$ cat config.mk
export PLATFORM = sky130hd
export DESIGN_NAME = regfile_mp_sb
export DESIGN_NICKNAME = d
export VERILOG_FILES = /design/src/rtl/rf_pkg.sv /design/src/rtl/rf_scoreboard.sv /design/src/rtl/regfile_mp_sb.sv
export SDC_FILE = /design/constraint.sdc
export NUM_CORES = 2
export LEC_CHECK = 0
export BUFFER_PORTS_ARGS = -buffer_cell sky130_fd_sc_hd__buf_2
export CORE_UTILIZATION = 50
export CTS_CLUSTER_DIAMETER = 80
export DETAILED_ROUTE_END_ITERATION = 7
export HOLD_SLACK_MARGIN = 0.15
export PLACE_DENSITY_LB_ADDON = 0.08
export SLEW_MARGIN = 10
export SYNTH_ARGS = -nofsm -noshare
export SYNTH_HDL_FRONTEND = slang
export SYNTH_SLANG_ARGS = --single-unit
export TNS_END_PERCENT = 100
$ cat constraint.sdc
create_clock -name clk -period 8.7 [get_ports clk]
set_clock_uncertainty 0.1 [all_clocks]
set_input_delay 0.435 -clock clk [delete_from_list [all_inputs] [get_ports clk]]
set_output_delay 0.435 -clock clk [all_outputs]
set_load 0.02 [all_outputs]
$ cat src/rtl/rf_pkg.sv
// Shared constants and helpers for the multi-port integer register file.
// Port k of a packed multi-port bus occupies bits [port_lo(k, w) +: w].
package rf_pkg;

    localparam int XLEN_DEF  = 32;
    localparam int NREGS_DEF = 32;
    localparam int ZERO_ADDR = 0;

    function automatic int port_lo(input int k, input int w);
        return k * w;
    endfunction

endpackage

$ cat src/rtl/rf_scoreboard.sv
// Busy-bit scoreboard: tracks registers with an issued-but-not-written producer,
// keeps a registered population count and answers per-read-port busy lookups.
module rf_scoreboard
    import rf_pkg::*;
#(
    parameter int NREGS    = NREGS_DEF,
    parameter int NRD      = 2,
    parameter bit ZERO_REG = 1'b1,
    parameter bit BYPASS   = 1'b1,
    parameter int AW       = $clog2(NREGS)
) (
    input  logic              clk,
    input  logic              rst,
    input  logic              wr_en,
    input  logic [AW-1:0]     wr_addr,
    input  logic              iss_en,
    input  logic [AW-1:0]     iss_addr,
    input  logic              flush,
    input  logic [NRD*AW-1:0] rd_addr,
    output logic [NRD-1:0]    rd_busy,
    output logic [AW:0]       pend_cnt
);

    localparam logic [AW-1:0] ZERO_A = ZERO_ADDR[AW-1:0];

    logic [NREGS-1:0] busy_q, busy_d;
    logic [AW:0]      pend_cnt_q, pend_cnt_d;

    // Issue is applied after writeback so a new producer wins over the retiring one.
    always_comb begin
        busy_d = busy_q;
        if (flush) begin
            busy_d = '0;
        end else begin
            if (wr_en)  busy_d[wr_addr]  = 1'b0;
            if (iss_en) busy_d[iss_addr] = 1'b1;
        end
        if (ZERO_REG) busy_d[ZERO_ADDR] = 1'b0;

        pend_cnt_d = '0;
        for (int r = 0; r < NREGS; r++) begin
            pend_cnt_d = pend_cnt_d + {{AW{1'b0}}, busy_d[r]};
        end
    end

    always_ff @(posedge clk) begin
        if (rst) begin
            busy_q     <= '0;
            pend_cnt_q <= '0;
        end else begin
            busy_q     <= busy_d;
            pend_cnt_q <= pend_cnt_d;
        end
    end

    for (genvar k = 0; k < NRD; k++) begin : g_port
        logic [AW-1:0] addr;
        assign addr = rd_addr[port_lo(k, AW) +: AW];
        assign rd_busy[k] = busy_q[addr]
                          && !(BYPASS && wr_en && (wr_addr == addr))
                          && !(ZERO_REG && (addr == ZERO_A));
    end

    assign pend_cnt = pend_cnt_q;

endmodule

$ cat src/rtl/regfile_mp_sb.sv
// Integer register file: one writeback port, NRD combinational read ports with
// optional writeback bypass and hardwired x0, plus an integrated busy scoreboard.
module regfile_mp_sb
    import rf_pkg::*;
#(
    parameter int XLEN     = XLEN_DEF,
    parameter int NREGS    = NREGS_DEF,
    parameter int NRD      = 2,
    parameter bit ZERO_REG = 1'b1,
    parameter bit BYPASS   = 1'b1,
    parameter int AW       = $clog2(NREGS)
) (
    input  logic                clk,
    input  logic                rst,
    input  logic                wr_en,
    input  logic [AW-1:0]       wr_addr,
    input  logic [XLEN-1:0]     wr_data,
    input  logic [NRD*AW-1:0]   rd_addr,
    output logic [NRD*XLEN-1:0] rd_data,
    output logic [NRD-1:0]      rd_busy,
    input  logic                iss_en,
    input  logic [AW-1:0]       iss_addr,
    input  logic                flush,
    output logic                stall,
    output logic [AW:0]         pend_cnt
);

    localparam logic [AW-1:0] ZERO_A = ZERO_ADDR[AW-1:0];

    logic [XLEN-1:0] mem_q [NREGS];
    logic [XLEN-1:0] mem_d [NREGS];
    logic            wr_ok;

    assign wr_ok = wr_en && !(ZERO_REG && (wr_addr == ZERO_A));

    always_comb begin
        mem_d = mem_q;
        if (wr_ok) mem_d[wr_addr] = wr_data;
    end

    always_ff @(posedge clk) begin
        if (rst) begin
            for (int r = 0; r < NREGS; r++) mem_q[r] <= '0;
        end else begin
            mem_q <= mem_d;
        end
    end

    // Read priority: hardwired zero, then same-cycle writeback, then stored value.
    for (genvar k = 0; k < NRD; k++) begin : g_rd
        logic [AW-1:0]   addr;
        logic [XLEN-1:0] rdata;
        assign addr = rd_addr[port_lo(k, AW) +: AW];
        always_comb begin
            rdata = mem_q[addr];
            if (BYPASS && wr_en && (wr_addr == addr)) rdata = wr_data;
            if (ZERO_REG && (addr == ZERO_A)) rdata = '0;
        end
        assign rd_data[port_lo(k, XLEN) +: XLEN] = rdata;
    end

    rf_scoreboard #(
        .NREGS    (NREGS),
        .NRD      (NRD),
        .ZERO_REG (ZERO_REG),
        .BYPASS   (BYPASS),
        .AW       (AW)
    ) u_sb (
        .clk      (clk),
        .rst      (rst),
        .wr_en    (wr_en),
        .wr_addr  (wr_addr),
        .iss_en   (iss_en),
        .iss_addr (iss_addr),
        .flush    (flush),
        .rd_addr  (rd_addr),
        .rd_busy  (rd_busy),
        .pend_cnt (pend_cnt)
    );

    assign stall = |rd_busy;

endmodule

==> insert_results.sql <==
INSERT INTO impl_metrics (metric_group, metric, value, unit) VALUES
('global_routing', 'grt_max_degree', '213', ''),
('layout', 'fillCellCount', '9882', ''),
('floorplan', 'fp.coreArea', '109000', 'µm²'),
('setup_path', 'critPathKind', 'input pin to flip-flop', ''),
('floorplan', 'floorplan.io_pins', '130', ''),
('worst_hold_path', 'timing.hold.worst.class', 'input pin to flip-flop', ''),
('sta', 'holdWs', '0.165', 'ns'),
('route', 'routed_wl', '228000', 'µm'),
('sta', 'fin_crit', '5.92', 'ns'),
('yosys', 'ys_seq_area_frac', '0.382', ''),
('layout', 'share_of_post_route_cells_with_drive_strength_above_1', '0.164', ''),
('global_routing', 'number_of_antenna_violations_at_the_first_check_in_global_routing', '16', ''),
('floorplan', 'chipWidth', '335', 'µm'),
('sta', 'finalMaxSlewViolations', '0', ''),
('yosys', 'syn-instance-count', '6320', ''),
('sta', 'worst_slew_pin_slew', '1.32', 'ns'),
('yosys', 'synth-edff-count', '0', ''),
('yosys', 'syn_std_cell_area', '55500', 'µm²'),
('worst_hold_path', 'hold-path-endpoint', 'mem_q[42]$_SDFFE_PP0P_', ''),
('route', 'drt_pass1_iterations', '6', ''),
('floorplan', 'die_area', '112000', 'µm²'),
('yosys', 'synth_nets', '6409', ''),
('setup_path', 'crit-reg2reg-capture', 'u_sb.pend_cnt[4]$_SDFF_PP0_', ''),
('outcome', 'result_of_the_run', 'finished, final reports clean', ''),
('global_routing', 'grt_overflow', '0', ''),
('route', 'number_of_vias_per_cell', '6.63', ''),
('setup_path', 'worst_ep_required_time', '9.16', 'ns'),
('setup_path', 'worstPathArrival', '6.37', 'ns'),
('layout', 'finalInstanceArea', '60100', 'µm²'),
('sta', 'report.final.hold_viol_count', '0', ''),
('sta', 'setup_total_negative_slack', '0', 'ns'),
('route', 'detailroute.via_count', '50451', ''),
('setup_path', 'reg2reg_from', 'u_sb.busy_q[2]$_SDFF_PP0_', ''),
('clocking', 'cts.clk_slew.worst_paths', '0.06', 'ns'),
('layout', 'nNetsFinal', '6120', ''),
('clocking', 'postCtsResizedCells', '0', ''),
('flow_run', 'maxCapViolCount', '0', ''),
('setup_path', 'critical_path.endpoint_type', 'flip-flop', ''),
('sta', 'timing.max_slew.rel_slack', '0.116', ''),
('sta', 'grt_setup_unrepaired', 'no', ''),
('yosys', 'async_flop_share', '0', ''),
('clocking', 'clkLatencyLatePin', '0.72', 'ns'),
('route', 'wire_per_inst', '30.0', 'µm'),
('global_routing', 'total_global_routing_track_utilization', '0.400', ''),
('floorplan', 'die-height', '335', 'µm'),
('clocking', 'cts_buffers', '119', ''),
('sta', 'clock.fmax', '0.169', 'GHz'),
('global_routing', 'first_pass_grt_wire_length', '329000', 'µm'),
('layout', 'layout_commonest_cell', 'sky130_fd_sc_hd__nand2_1', ''),
('layout', 'final-instance-count-excl-fill', '7610', ''),
('route', 'drt_first_iter_violations', '7040', ''),
('placed_design', 'placed_area', '56000', 'µm²'),
('yosys', 'syn_area_per_cell', '8.79', 'µm²'),
('setup_path', 'slack_of_the_worst_reg_to_reg_path', '3.36', 'ns'),
('route', 'post-route-drc-count', '0', ''),
('setup_path', 'path_depth_of_the_worst_reg2reg_path', '17', ''),
('power', 'worst_ir_drop_vdd', '0.159', 'mV'),
('placed_design', 'gp_congestion', '0.903', ''),
('sta', 'worst_slack', '2.78', 'ns'),
('power', 'total_power_draw', '11.2', 'mW'),
('route', 'ant_nets', '0', ''),
('placed_design', 'place_inst', '7376', ''),
('yosys', 'ys_seq_elements', '1061', ''),
('yosys', 'synth_cell_type_count', '74', ''),
('worst_hold_path', 'worst_hold_startpoint', 'rst', ''),
('placed_design', 'pre_cts_ws', '2.11', 'ns'),
('power', 'power-per-cell-area', '186', 'nW/µm²'),
('placed_design', 'dp.final_hpwl', '128000', 'µm'),
('setup_path', 'setup.worst_path.start_class', 'input pin', ''),
('clocking', 'numClockSinks', '1061', ''),
('clocking', 'htree_levels', '3', '');
==> layout make-up <==
class,instances,area [µm²],share of cell area
antenna,7,17.5,0.000291
clock buffer,188,3650,0.0607
clock inverter,29,342,0.00568
inverter,27,101,0.00169
multi-input combinational,4568,31200,0.518
sequential,1061,21200,0.353
tap,1476,1850,0.0307
timing repair buffer,254,1760,0.0293
==> synthesized netlist by cell type (11+ instances only) <==
master | instances | area [µm²]
sky130_fd_sc_hd__a21oi_1 | 1047 | 5240
sky130_fd_sc_hd__o21ai_0 | 64 | 320
sky130_fd_sc_hd__nand3_1 | 37 | 185
sky130_fd_sc_hd__nor3b_1 | 11 | 82.6
sky130_fd_sc_hd__mux2i_1 | 184 | 1840
sky130_fd_sc_hd__a211oi_1 | 12 | 90.1
sky130_fd_sc_hd__buf_2 | 147 | 736
sky130_fd_sc_hd__o22ai_1 | 74 | 463
sky130_fd_sc_hd__o211ai_1 | 31 | 233
sky130_fd_sc_hd__a22o_1 | 28 | 245
sky130_fd_sc_hd__inv_1 | 26 | 97.6
sky130_fd_sc_hd__nor2_1 | 114 | 428
sky130_fd_sc_hd__buf_6 | 34 | 383
sky130_fd_sc_hd__clkbuf_1 | 402 | 1510
sky130_fd_sc_hd__fa_1 | 23 | 460
sky130_fd_sc_hd__buf_4 | 51 | 383
sky130_fd_sc_hd__mux2_2 | 40 | 450
sky130_fd_sc_hd__nor3_1 | 33 | 165
sky130_fd_sc_hd__mux4_2 | 420 | 9460
sky130_fd_sc_hd__nand2_1 | 2037 | 7650
sky130_fd_sc_hd__or2_2 | 24 | 150
sky130_fd_sc_hd__a22oi_1 | 108 | 811
sky130_fd_sc_hd__nor2b_1 | 50 | 313
sky130_fd_sc_hd__mux4_1 | 16 | 420
sky130_fd_sc_hd__dfxtp_1 | 1061 | 21200
sky130_fd_sc_hd__a2111oi_0 | 13 | 114
sky130_fd_sc_hd__a221oi_1 | 42 | 368
==> state kept, by name, indices dropped and copies added (netlist names) <==
name and count:
mem_q 1024, u_sb.busy_q 31, u_sb.pend_cnt 6
==> kinds of logic (layout without fill, tap and decap cells) <==
| kind of cell | count (synthesis) | count (layout) | share of synthesized area |
|---|---|---|---|
| xor+xnor | 12 | 12 | 0.00189 |
| other cells | 0 | 7 | 0 |
| mux | 660 | 660 | 0.219 |
| buf+inv | 691 | 498 | 0.0623 |
| compound gates | 1480 | 1480 | 0.152 |
| flops | 1061 | 1061 | 0.382 |
| fa+ha+maj | 32 | 32 | 0.0103 |
| simple gates | 2384 | 2384 | 0.172 |
==> report_power, final <==
| part | internal, mW | leakage [nW] | switching, mW |
|---|---|---|---|
| Combinational | 0.290 | 9.36 | 0.755 |
| Sequential | 4.89 | 8.55 | 0.0245 |
| Clock | 3.06 | 1.98 | 2.16 |
| Total | 8.24 | 19.9 | 2.94 |
==> per-layer routing <==
layer  up-vias  GRT usage  part of all wire
met5         -          0           0.00056
met4        18      0.194             0.053
met1     24728      0.561              0.39
met2      3477      0.563              0.41
met3       660      0.114              0.14
li1      21568          -                 -
==> critical path: stages <==
cell and delay (ns):
sky130_fd_sc_hd__buf_2 0.20, sky130_fd_sc_hd__and3_1 0.36, sky130_fd_sc_hd__nand2_2 0.11, sky130_fd_sc_hd__buf_4 0.60, sky130_fd_sc_hd__a22oi_1 0.16, sky130_fd_sc_hd__or2_2 0.35, sky130_fd_sc_hd__fa_1 0.46, sky130_fd_sc_hd__fa_1 0.52
sky130_fd_sc_hd__fa_1 0.44, sky130_fd_sc_hd__fa_1 0.53, sky130_fd_sc_hd__fa_1 0.43, sky130_fd_sc_hd__fa_1 0.49, sky130_fd_sc_hd__inv_1 0.04, sky130_fd_sc_hd__ha_1 0.20, sky130_fd_sc_hd__fa_1 0.46, sky130_fd_sc_hd__a21o_1 0.19
sky130_fd_sc_hd__a21oi_1 0.17, sky130_fd_sc_hd__xor2_1 0.16, sky130_fd_sc_hd__nor2_1 0.05
==> how the worst max path moves through the flow <==
| stage | from | end | slack, ns | cells past startpoint |
|---|---|---|---|---|
| after floorplan | wr_addr[0] | u_sb.pend_cnt[4]$_SDFF_PP0_ | 2.80 | 21 |
| after global placement | wr_addr[0] | u_sb.pend_cnt[4]$_SDFF_PP0_ | 2.13 | 19 |
| after detailed placement | wr_addr[0] | u_sb.pend_cnt[4]$_SDFF_PP0_ | 2.11 | 19 |
| after CTS | wr_addr[0] | u_sb.pend_cnt[4]$_SDFF_PP0_ | 2.86 | 19 |
| after global routing | wr_addr[0] | u_sb.pend_cnt[4]$_SDFF_PP0_ | 2.55 | 19 |
| final | wr_addr[0] | u_sb.pend_cnt[4]$_SDFF_PP0_ | 2.78 | 19 |
==> repair_timing <==
action / 4_1_cts / 5_1_grt
hold endpoints to repair: 135 / 0
endpoints found under the setup margin: 0 / 0
buffers inserted: 0 / 0
hold buffers: 10 / 0
(Power assumes the default switching activity.)
